$ cat config.mk
export PLATFORM = sky130hd
export DESIGN_NAME = seven_segment_scanner_flat
export DESIGN_NICKNAME = d
export VERILOG_FILES = /design/src/rtl/seven_segment_scanner_if.sv /design/src/rtl/seven_segment_scanner.sv /design/src/flat_wrapper.sv
export SDC_FILE = /design/constraint.sdc
export NUM_CORES = 1
export LEC_CHECK = 0
export CAP_MARGIN = 40
export CORE_MARGIN = 3
export CORE_UTILIZATION = 64
export DETAILED_ROUTE_END_ITERATION = 16
export PLACE_DENSITY = 0.95
export SKIP_CTS_REPAIR_TIMING = 1
export SLEW_MARGIN = 15
export SYNTH_ARGS = -nofsm -noshare
export SYNTH_HDL_FRONTEND = slang
export SYNTH_SLANG_ARGS = --single-unit
$ cat constraint.sdc
create_clock -name clk -period 11.15 [get_ports clk]
set_clock_uncertainty 0.2 [all_clocks]
set_input_delay 3.345 -clock clk [delete_from_list [all_inputs] [get_ports clk]]
set_output_delay 3.345 -clock clk [all_outputs]
set_load 0.02 [all_outputs]
$ cat src/rtl/seven_segment_scanner_if.sv
`default_nettype none
// ============================================================================
// Module   : seven_segment_scanner_if
// Purpose  : Bundles the value-producer inputs and the display-pin outputs of
//            the seven-segment scanner. The producer side uses "master" and
//            the scanner uses "slave".
// Revision : 1.0 - initial release
// ============================================================================
interface seven_segment_scanner_if #(
  parameter int NUM_DIGITS  = 4,
  parameter int BRIGHT_BITS = 4
);
  // Producer side: value update and display controls
  logic                    load;
  logic [4*NUM_DIGITS-1:0] value;
  logic [NUM_DIGITS-1:0]   dp_in;
  logic                    blank_en;
  logic [BRIGHT_BITS-1:0]  brightness;

  // Display side: active-low pins and the frame marker
  logic [6:0]              seg_n;
  logic                    dp_n;
  logic [NUM_DIGITS-1:0]   an_n;
  logic                    frame_done;

  modport master (
    output load, value, dp_in, blank_en, brightness,
    input  seg_n, dp_n, an_n, frame_done
  );

  modport slave (
    input  load, value, dp_in, blank_en, brightness,
    output seg_n, dp_n, an_n, frame_done
  );
endinterface
`default_nettype wire

$ cat src/rtl/seven_segment_scanner.sv
`default_nettype none
// ============================================================================
// Module   : seven_segment_scanner
// Purpose  : Time-multiplexed driver for an N-digit common-anode seven-segment
//            display. One shared hex decoder and a scan counter walk the
//            digits. Value updates take effect only at frame boundaries. The
//            driver also provides per-digit decimal points, leading-zero
//            blanking, PWM brightness and a one-cycle anti-ghosting dead time
//            at the start of each digit slot.
// Revision : 1.0 - initial release
// ============================================================================
module seven_segment_scanner #(
  parameter int NUM_DIGITS  = 4,
  parameter int SCAN_DIV    = 50000,
  parameter int BRIGHT_BITS = 4
) (
  input  logic                     clk,
  input  logic                     reset,
  seven_segment_scanner_if.slave   bus
);

  localparam int CNT_W = $clog2(SCAN_DIV);
  localparam int IDX_W = (NUM_DIGITS > 1) ? $clog2(NUM_DIGITS) : 1;
  // (brightness+1) <= 2^BRIGHT_BITS and SCAN_DIV < 2^clog2(SCAN_DIV+1), so the
  // product always fits; one spare bit keeps the arithmetic obviously safe.
  localparam int LIM_W = BRIGHT_BITS + 1 + $clog2(SCAN_DIV + 1);

  localparam logic [CNT_W-1:0] LAST_CNT = CNT_W'(SCAN_DIV - 1);
  localparam logic [IDX_W-1:0] LAST_IDX = IDX_W'(NUM_DIGITS - 1);

  // Scan position
  logic [CNT_W-1:0]          scan_cnt;
  logic [IDX_W-1:0]          digit_idx;
  logic                      slot_end;
  logic                      frame_end;

  // Pending (producer-facing) and display (frame-stable) registers
  logic [4*NUM_DIGITS-1:0]   pend_value;
  logic [NUM_DIGITS-1:0]     pend_dp;
  logic                      pend_valid;
  logic [4*NUM_DIGITS-1:0]   disp_value;
  logic [NUM_DIGITS-1:0]     disp_dp;

  // Brightness captured at the dead-time cycle of each slot
  logic [BRIGHT_BITS-1:0]    bright_hold;
  logic [LIM_W-1:0]          on_product;
  logic [LIM_W-1:0]          on_limit;
  logic                      anode_on;

  // Current-digit selection and blanking
  logic [NUM_DIGITS-1:0]     zero_from;
  logic                      zero_run;
  logic [3:0]                cur_nib;
  logic                      cur_dp;
  logic                      cur_zero;
  logic                      cur_blank;
  logic [NUM_DIGITS-1:0]     an_next;

  // Registered outputs
  logic [6:0]                seg_n_q;
  logic                      dp_n_q;
  logic [NUM_DIGITS-1:0]     an_n_q;
  logic                      frame_done_q;

  // Shared hex-to-segment decoder, active-low, bit order {g,f,e,d,c,b,a}
  function automatic logic [6:0] hex_to_seg(input logic [3:0] nib);
    logic [6:0] seg;
    case (nib)
      4'h0:    seg = 7'b1000000;
      4'h1:    seg = 7'b1111001;
      4'h2:    seg = 7'b0100100;
      4'h3:    seg = 7'b0110000;
      4'h4:    seg = 7'b0011001;
      4'h5:    seg = 7'b0010010;
      4'h6:    seg = 7'b0000010;
      4'h7:    seg = 7'b1111000;
      4'h8:    seg = 7'b0000000;
      4'h9:    seg = 7'b0011000;
      4'hA:    seg = 7'b0001000;
      4'hB:    seg = 7'b0000011;
      4'hC:    seg = 7'b1000110;
      4'hD:    seg = 7'b0100001;
      4'hE:    seg = 7'b0000110;
      default: seg = 7'b0001110;
    endcase
    return seg;
  endfunction

  assign slot_end  = (scan_cnt == LAST_CNT);
  assign frame_end = slot_end && (digit_idx == LAST_IDX);

  // Scan counter: slot cycle count, then advance to the next digit and wrap
  always_ff @(posedge clk or posedge reset) begin
    if (reset) begin
      scan_cnt  <= '0;
      digit_idx <= '0;
    end else if (slot_end) begin
      scan_cnt  <= '0;
      digit_idx <= (digit_idx == LAST_IDX) ? '0 : digit_idx + IDX_W'(1);
    end else begin
      scan_cnt  <= scan_cnt + CNT_W'(1);
    end
  end

  // Value staging: loads collect in pending and are copied to the display only
  // at the frame boundary, so a frame is never drawn with mixed values. A load
  // that lands exactly on the boundary bypasses pending and shows next frame.
  always_ff @(posedge clk or posedge reset) begin
    if (reset) begin
      pend_value <= '0;
      pend_dp    <= '0;
      pend_valid <= 1'b0;
      disp_value <= '0;
      disp_dp    <= '0;
    end else if (frame_end) begin
      if (bus.load) begin
        disp_value <= bus.value;
        disp_dp    <= bus.dp_in;
      end else if (pend_valid) begin
        disp_value <= pend_value;
        disp_dp    <= pend_dp;
      end
      pend_valid <= 1'b0;
    end else if (bus.load) begin
      pend_value <= bus.value;
      pend_dp    <= bus.dp_in;
      pend_valid <= 1'b1;
    end
  end

  // Brightness is sampled once per slot so a mid-slot change cannot stretch
  // or clip the current digit's on-time.
  always_ff @(posedge clk or posedge reset) begin
    if (reset) begin
      bright_hold <= '0;
    end else if (scan_cnt == '0) begin
      bright_hold <= bus.brightness;
    end
  end

  assign on_product = (LIM_W'(bright_hold) + LIM_W'(1)) * LIM_W'(SCAN_DIV);
  assign on_limit   = on_product >> BRIGHT_BITS;
  // Cycle 0 of every slot is dead time; lit window is 1 <= scan_cnt < on_limit
  assign anode_on   = (scan_cnt != '0) && (LIM_W'(scan_cnt) < on_limit);

  // Leading-zero run: zero_from[k] is set when digit k and all above are zero
  always_comb begin
    zero_run  = 1'b1;
    zero_from = '0;
    for (int k = NUM_DIGITS - 1; k >= 0; k--) begin
      zero_run     = zero_run && (disp_value[4*k +: 4] == 4'h0);
      zero_from[k] = zero_run;
    end
  end

  // Select nibble, decimal point and zero-run flag of the digit being scanned
  always_comb begin
    cur_nib  = 4'h0;
    cur_dp   = 1'b0;
    cur_zero = 1'b0;
    for (int k = 0; k < NUM_DIGITS; k++) begin
      if (digit_idx == IDX_W'(k)) begin
        cur_nib  = disp_value[4*k +: 4];
        cur_dp   = disp_dp[k];
        cur_zero = zero_from[k];
      end
    end
  end

  // Digit 0 is never blanked so a zero value still shows a single "0"
  assign cur_blank = bus.blank_en && (digit_idx != '0) && cur_zero;

  // One-hot-low anode pattern for the digit being scanned
  for (genvar k = 0; k < NUM_DIGITS; k++) begin : g_anode
    assign an_next[k] = !(anode_on && (digit_idx == IDX_W'(k)));
  end

  // Output register: pins reflect the previous cycle's scan state, so the new
  // digit's segments appear together with its dead-time cycle.
  always_ff @(posedge clk or posedge reset) begin
    if (reset) begin
      seg_n_q      <= 7'h7F;
      dp_n_q       <= 1'b1;
      an_n_q       <= '1;
      frame_done_q <= 1'b0;
    end else begin
      seg_n_q      <= cur_blank ? 7'h7F : hex_to_seg(cur_nib);
      dp_n_q       <= !cur_dp;
      an_n_q       <= an_next;
      frame_done_q <= frame_end;
    end
  end

  assign bus.seg_n      = seg_n_q;
  assign bus.dp_n       = dp_n_q;
  assign bus.an_n       = an_n_q;
  assign bus.frame_done = frame_done_q;

endmodule
`default_nettype wire

$ cat src/flat_wrapper.sv
// flat-port wrapper written by rule: the top's interface ports become plain ports
module seven_segment_scanner_flat 
#(
  parameter int NUM_DIGITS  = 4,
  parameter int SCAN_DIV    = 50000,
  parameter int BRIGHT_BITS = 4
)
  (clk, reset, bus_load, bus_value, bus_dp_in, bus_blank_en, bus_brightness, bus_seg_n, bus_dp_n, bus_an_n, bus_frame_done);
  seven_segment_scanner_if #(.NUM_DIGITS(NUM_DIGITS), .BRIGHT_BITS(BRIGHT_BITS)) bus_i ();
  input  logic clk;
  input  logic reset;
  input wire logic [$bits(bus_i.load)-1:0] bus_load;
  input wire logic [$bits(bus_i.value)-1:0] bus_value;
  input wire logic [$bits(bus_i.dp_in)-1:0] bus_dp_in;
  input wire logic [$bits(bus_i.blank_en)-1:0] bus_blank_en;
  input wire logic [$bits(bus_i.brightness)-1:0] bus_brightness;
  output wire logic [$bits(bus_i.seg_n)-1:0] bus_seg_n;
  output wire logic [$bits(bus_i.dp_n)-1:0] bus_dp_n;
  output wire logic [$bits(bus_i.an_n)-1:0] bus_an_n;
  output wire logic [$bits(bus_i.frame_done)-1:0] bus_frame_done;
  assign bus_i.load = bus_load;
  assign bus_i.value = bus_value;
  assign bus_i.dp_in = bus_dp_in;
  assign bus_i.blank_en = bus_blank_en;
  assign bus_i.brightness = bus_brightness;
  assign bus_seg_n = bus_i.seg_n;
  assign bus_dp_n = bus_i.dp_n;
  assign bus_an_n = bus_i.an_n;
  assign bus_frame_done = bus_i.frame_done;
  seven_segment_scanner #(.NUM_DIGITS(NUM_DIGITS), .SCAN_DIV(SCAN_DIV), .BRIGHT_BITS(BRIGHT_BITS)) u_core (.clk(clk), .reset(reset), .bus(bus_i));
endmodule
After elaboration in Yosys (flattened, before gate mapping)
Memory sizes are Yosys's and may differ from the RTL's.
Index checks and enable logic that the tools add are counted.
{"block": "word_totals", "elab_cells": 72, "latch_bits": 0, "output_inout_bits": 13, "n_memories": 1, "ram_bits": 0, "input_bits": 28, "rom_bits": 112, "regBits": 76}
{"block": "op_classes", "n_mux": 21, "n_shift": 0, "n_lt_le_gt_ge": 1, "bitwise": 1, "add_sub_neg": 3, "div_mod_pow": 0, "n_reduce_logical": 28, "mul": 1, "n_eq_ne": 4}
{"name": "(name not given)", "words": 16, "word_bits": 7, "read_ports": 1, "rd_clocked_by_memory_dff": 0, "write_ports": 0, "line": "seven_segment_scanner.sv:68", "rtl": "case (nib)"}
{"cell": "16-bit two-way mux", "count": 3}
{"cell": "4-bit two-way mux", "count": 6}
{"cell": "21-bit by 12-bit multiplier with 17-bit output (second input constant)", "count": 1}
{"cell": "16-bit by 17-bit less-than comparator with 1-bit output", "count": 1}
{"cell": "16-bit by 1-bit adder with 16-bit output (second input constant)", "count": 1}
{"cell": "16-bit == test (second input constant)", "count": 1}
{"cell": "16-bit zero test", "count": 1}
{"cell": "4-bit zero test", "count": 4}
{"cell": "16-bit nonzero test", "count": 1}
{"cell": "1-bit logical AND", "count": 11}
{"cell": "1-bit two-way mux", "count": 10}
{"cell": "7-bit two-way mux", "count": 1}
{"cell": "2-bit nonzero test", "count": 3}
{"cell": "4-bit by 1-bit adder with 5-bit output (second input constant)", "count": 1}
{"cell": "1-bit zero test", "count": 5}
{"cell": "2-bit == test (second input constant)", "count": 2}
{"cell": "2-bit AND reduction", "count": 2}
{"cell": "2-bit by 1-bit adder with 2-bit output (second input constant)", "count": 1}
{"cell": "2-bit by 1-bit == test with 1-bit output (second input constant)", "count": 1}
{"cell": "2-bit zero test", "count": 1}
{"cell": "2-bit two-way mux", "count": 1}
{"cell": "1-bit inverter", "count": 1}

Depth between registers and ports, before layout
{"block": "depth", "word_depth": 10, "depth_mapped": 20}

Worst setup path before layout
OpenSTA, ideal clock, no wires.
{"block": "synth_path", "path_type": "input to register", "startpoint": "in bus_blank_en", "endpoint": "reg u_core.seg_n_q[2], in the netlist u_core.bus.seg_n[2]", "setup_slack_ns": 6.348, "arrival_time_ns": 4.491, "cell_stages": 3, "t_required_ns": 10.839, "setup_time_ns": 0.111, "path_cell_list": "or4b_2 or4_1 o311ai_0"}
{"block": "synth_via", "elab_chain_len": 3}
{"item": "from (decl)", "line": "flat_wrapper.sv:15", "rtl": "input wire logic [$bits(bus_i.blank_en)-1:0] bus_blank_en;"}
{"item": "1-bit logical AND (2 in a row)", "line": "seven_segment_scanner.sv:171", "rtl": "assign cur_blank = bus.blank_en && (digit_idx != '0) && cur_zero;"}
{"item": "7-bit two-way mux", "line": "seven_segment_scanner.sv:187", "rtl": "seg_n_q <= cur_blank ? 7'h7F : hex_to_seg(cur_nib);"}
{"item": "to (signal assigned)", "line": "seven_segment_scanner.sv:187"}
{"item": "to (decl)", "line": "seven_segment_scanner.sv:60", "rtl": "logic [6:0] seg_n_q;"}
No other way between the ends.
A chain may end at the register's enable or synchronous reset.

Worst setup path after layout
{"block": "layout_path", "startpoint": "in bus_load", "endpoint": "reg u_core.disp_value[15]"}
{"block": "layout_via", "elab_chain_len": 2}
{"item": "from (decl)", "line": "flat_wrapper.sv:12", "rtl": "input wire logic [$bits(bus_i.load)-1:0] bus_load;"}
{"item": "2-bit nonzero test (no source line)"}
{"item": "2-bit AND reduction (no source line)"}
{"item": "to (signal assigned)", "line": "seven_segment_scanner.sv:117", "rtl": "disp_value <= bus.value;"}
{"item": "to (signal assigned)", "line": "seven_segment_scanner.sv:120", "rtl": "disp_value <= pend_value;"}
{"item": "to (decl)", "line": "seven_segment_scanner.sv:41", "rtl": "logic [4*NUM_DIGITS-1:0] disp_value;"}
Parallel ways exist; a longest one is shown, timed or not.

==> impl_metrics.env <==
export IMPL_drc=0
export IMPL_cp_end_kind="register"
export IMPL_cts_max_path_buffers=2
export IMPL_setup_ws_ns=5.495
export IMPL_rsz0062_at_grt="false"
export IMPL_hold_violations=0
export IMPL_async_flop_share=1.000
export IMPL_place_area_um2=5527
export IMPL_cp_start_kind="input pin"
export IMPL_r2r_end="u_core.bus.an_n[3]"
export IMPL_synth_nets=557
export IMPL_cp_required_ns=11.19
export IMPL_final_setup_viol_count=0
export IMPL_core_um2=7447
export IMPL_fillers=465
export IMPL_drtPass1Iterations=5
export IMPL_cpMaxStageDelayCell="clkdlybuf4s50_1"
export IMPL_ys_warn_count=0
export IMPL_synth_cell_types=60
export IMPL_clock_latency_ns=0.36
export IMPL_fin_total_pwr_w=0.0006476
export IMPL_synth_edf_count=0
export IMPL_synth_ff_type="dfrtp_1"
export IMPL_wl_per_cell_um=18.71
export IMPL_synth_seq_cells=76
export IMPL_htreeDepth=3
export IMPL_hp_class="reg2reg"
export IMPL_worstSetupPathType="in2reg"
export IMPL_finalCriticalPeriod_ns=5.655
export IMPL_ir_worst_vdd_uv=89.98
export IMPL_worst_pin_slew_ns=0.8478
export IMPL_die_area_um2=8971
export IMPL_min_from="u_core.disp_dp[3]"
export IMPL_leakage_nw=2.719
export IMPL_synth_seq_area_share=0.3805
export IMPL_first_iter_violations=376
export IMPL_grt_ovfl_total=0
export IMPL_hpwl_mm=8.290
export IMPL_die_height_um=94.72
export IMPL_path_max_fanout=20
export IMPL_viasPerCell=6.385
export IMPL_max_freq_mhz=176.9
export IMPL_worstReg2RegStart="u_core.bright_hold[0]"
export IMPL_synth_avg_cell_area_um2=10.67
export IMPL_grt_first_pass_wirelength_mm=18.95
export IMPL_grt_use_total=0.2739
export IMPL_gp_congestion=0.9070
export IMPL_slew_headroom=0.4305
export IMPL_root_buffer="clkbuf_8"
export IMPL_setup_tns_ns=0
export IMPL_port_buffers=40
export IMPL_cpPeakStageDelay_ns=0.89
export IMPL_design_area_um2=5704
export IMPL_grt_max_degree=64
export IMPL_cts_buffers=9
export IMPL_worstRegToRegCells=18
export IMPL_nNetsFinal=596
export IMPL_pre_cts_ws_ns=5.207
export IMPL_syn_area_um2=5037
export IMPL_drive_gt1_frac=0.1841
export IMPL_maxCapViolations=0
export IMPL_num_antenna_cells=0
export IMPL_cts_num_sinks=76
export IMPL_ant_nets=0
export IMPL_status="complete, no violations"
export IMPL_finalCritPeriodShare=0.5071
export IMPL_cts_tree="built"
export IMPL_start_util=0.6764
export IMPL_wl_mm=11.51
export IMPL_die_w_um=94.72
export IMPL_min_path_cells=1
export IMPL_cp_cell_sequence="clkdlybuf4s50_1 -> nor2_1 -> nand3b_2 -> mux2_4"
export IMPL_clk_pin_slew_ns=0.08
export IMPL_powerDensity_nw_per_um2=113.5
export IMPL_grt_pass1_vias=4029
export IMPL_num_io_pins=41
export IMPL_synthCells=472
export IMPL_antenna_found_initial=0
export IMPL_arrival_ns=5.70
export IMPL_synthToLayoutAreaGrowth_pct=13.24
export IMPL_dr_total_vias=3927
export IMPL_rows=31
export IMPL_r2r_setup_slack_ns=5.85
export IMPL_slew_viol_final=0
export IMPL_worstHoldEndpoint="u_core.bus.dp_n"
==> flip-flops by register name (all words and copies together), names as in the netlist <==
name                   count
u_core.pend_valid          1
u_core.bus.frame_done      1
u_core.bright_hold         4
u_core.pend_value         16
u_core.pend_dp             4
u_core.bus.an_n            4
u_core.disp_value         16
u_core.bus.dp_n            1
u_core.disp_dp             4
u_core.bus.seg_n           7
u_core.scan_cnt           16
u_core.digit_idx           2
==> layout by cell type, fill, tap and decap left out, types with 10 or more instances in the layout <==
master           instances
inv_1                   32
xnor2_1                 14
dfstp_2                 12
a21oi_1                 32
mux2_4                  16
nand3_1                 18
mux2_2                  40
o21ai_0                 13
xor2_1                  14
clkdlybuf4s50_1         40
nand2_1                 27
nor2_1                  22
mux2i_1                 10
clkbuf_8                10
ha_1                    56
dfrtp_1                 64
==> metal layers <==
metal,up-vias,part of all wire,routed length (um),track usage
met4,0,0.034,393,0.1022
met2,194,0.49,5613,0.4615
met1,1893,0.41,4738,0.3402
li1,1790,-,-,-
met5,-,0,0,0
met3,50,0.066,759,0.06693
==> worst max-delay path, delay by kind of cell <==
kind / cells / cell delay, ns
AND/OR/NAND/NOR: 2 / 0.90
buffers and inverters: 1 / 0.89
multiplexers: 1 / 0.55
==> worst max path at each step <==
| stage | to | slack (ns) | from |
|---|---|---|---|
| floorplan | u_core.bright_hold[0] | 5.69 | reset |
| global placement | u_core.disp_dp[1] | 5.06 | bus_load |
| finish | u_core.disp_value[15] | 5.50 | bus_load |
| detailed placement | u_core.disp_value[13] | 5.21 | bus_load |
| CTS | u_core.disp_value[15] | 5.50 | bus_load |
| global route | u_core.disp_value[14] | 5.41 | bus_load |
==> area by class of cell <==
type / instances / area, um2 / share of cell area
clock buffer: 11 / 141.4 / 0.02479
clock inverter: 5 / 36.28 / 0.006361
inverter: 33 / 123.9 / 0.02172
multi-input combinational: 348 / 2915 / 0.5111
sequential: 76 / 1917 / 0.3360
tap: 99 / 123.9 / 0.02172
timing repair buffer: 43 / 446.7 / 0.07831
==> cells by family after synthesis <==
logic type,synth area share
AO/OA/AOI/OAI,0.1066
AND/OR/NAND/NOR,0.1227
adder cells (fa/ha/maj),0.1431
XOR/XNOR,0.04868
multiplexers,0.1570
flip-flops,0.3805
other,0.0007444
buffers and inverters,0.04073
==> synthesized netlist by cell type, types with 5 or more instances <==
cell | count | area share
a21o_1 | 7 | 0.010
a21oi_1 | 32 | 0.032
and3_1 | 5 | 0.0062
clkbuf_1 | 8 | 0.0060
dfrtp_1 | 64 | 0.32
dfstp_2 | 12 | 0.063
ha_1 | 56 | 0.14
inv_1 | 33 | 0.025
mux2_2 | 40 | 0.089
mux2_4 | 16 | 0.048
mux2i_1 | 10 | 0.020
nand2_1 | 27 | 0.020
nand3_1 | 18 | 0.018
nand4_1 | 7 | 0.0087
nor2_1 | 22 | 0.016
nor4_1 | 7 | 0.0087
o21ai_0 | 13 | 0.013
o311ai_0 | 5 | 0.0087
xnor2_1 | 14 | 0.024
xor2_1 | 14 | 0.024
==> metrics by stage <==
stage | instances | utilization | hold WS, ns
after global placement | 597 | 0.7369 | 0.2056
after global routing | 615 | 0.7660 | 0.2670
final | 615 | 0.7660 | 0.2467
after CTS | 615 | 0.7660 | 0.2426
after floorplan | 472 | - | 0.1831
after detailed placement | 599 | 0.7421 | 0.2275
==> where the power goes <==
group | internal, W | leakage (nW) | switching (W) | total (W)
combinational | 0.0000773 | 1.71 | 0.0000877 | 0.000165
sequential | 0.000284 | 0.924 | 0.00000522 | 0.000289
clock | 0.0000872 | 0.0820 | 0.000106 | 0.000194
Power figures use the tool's default switching activity.
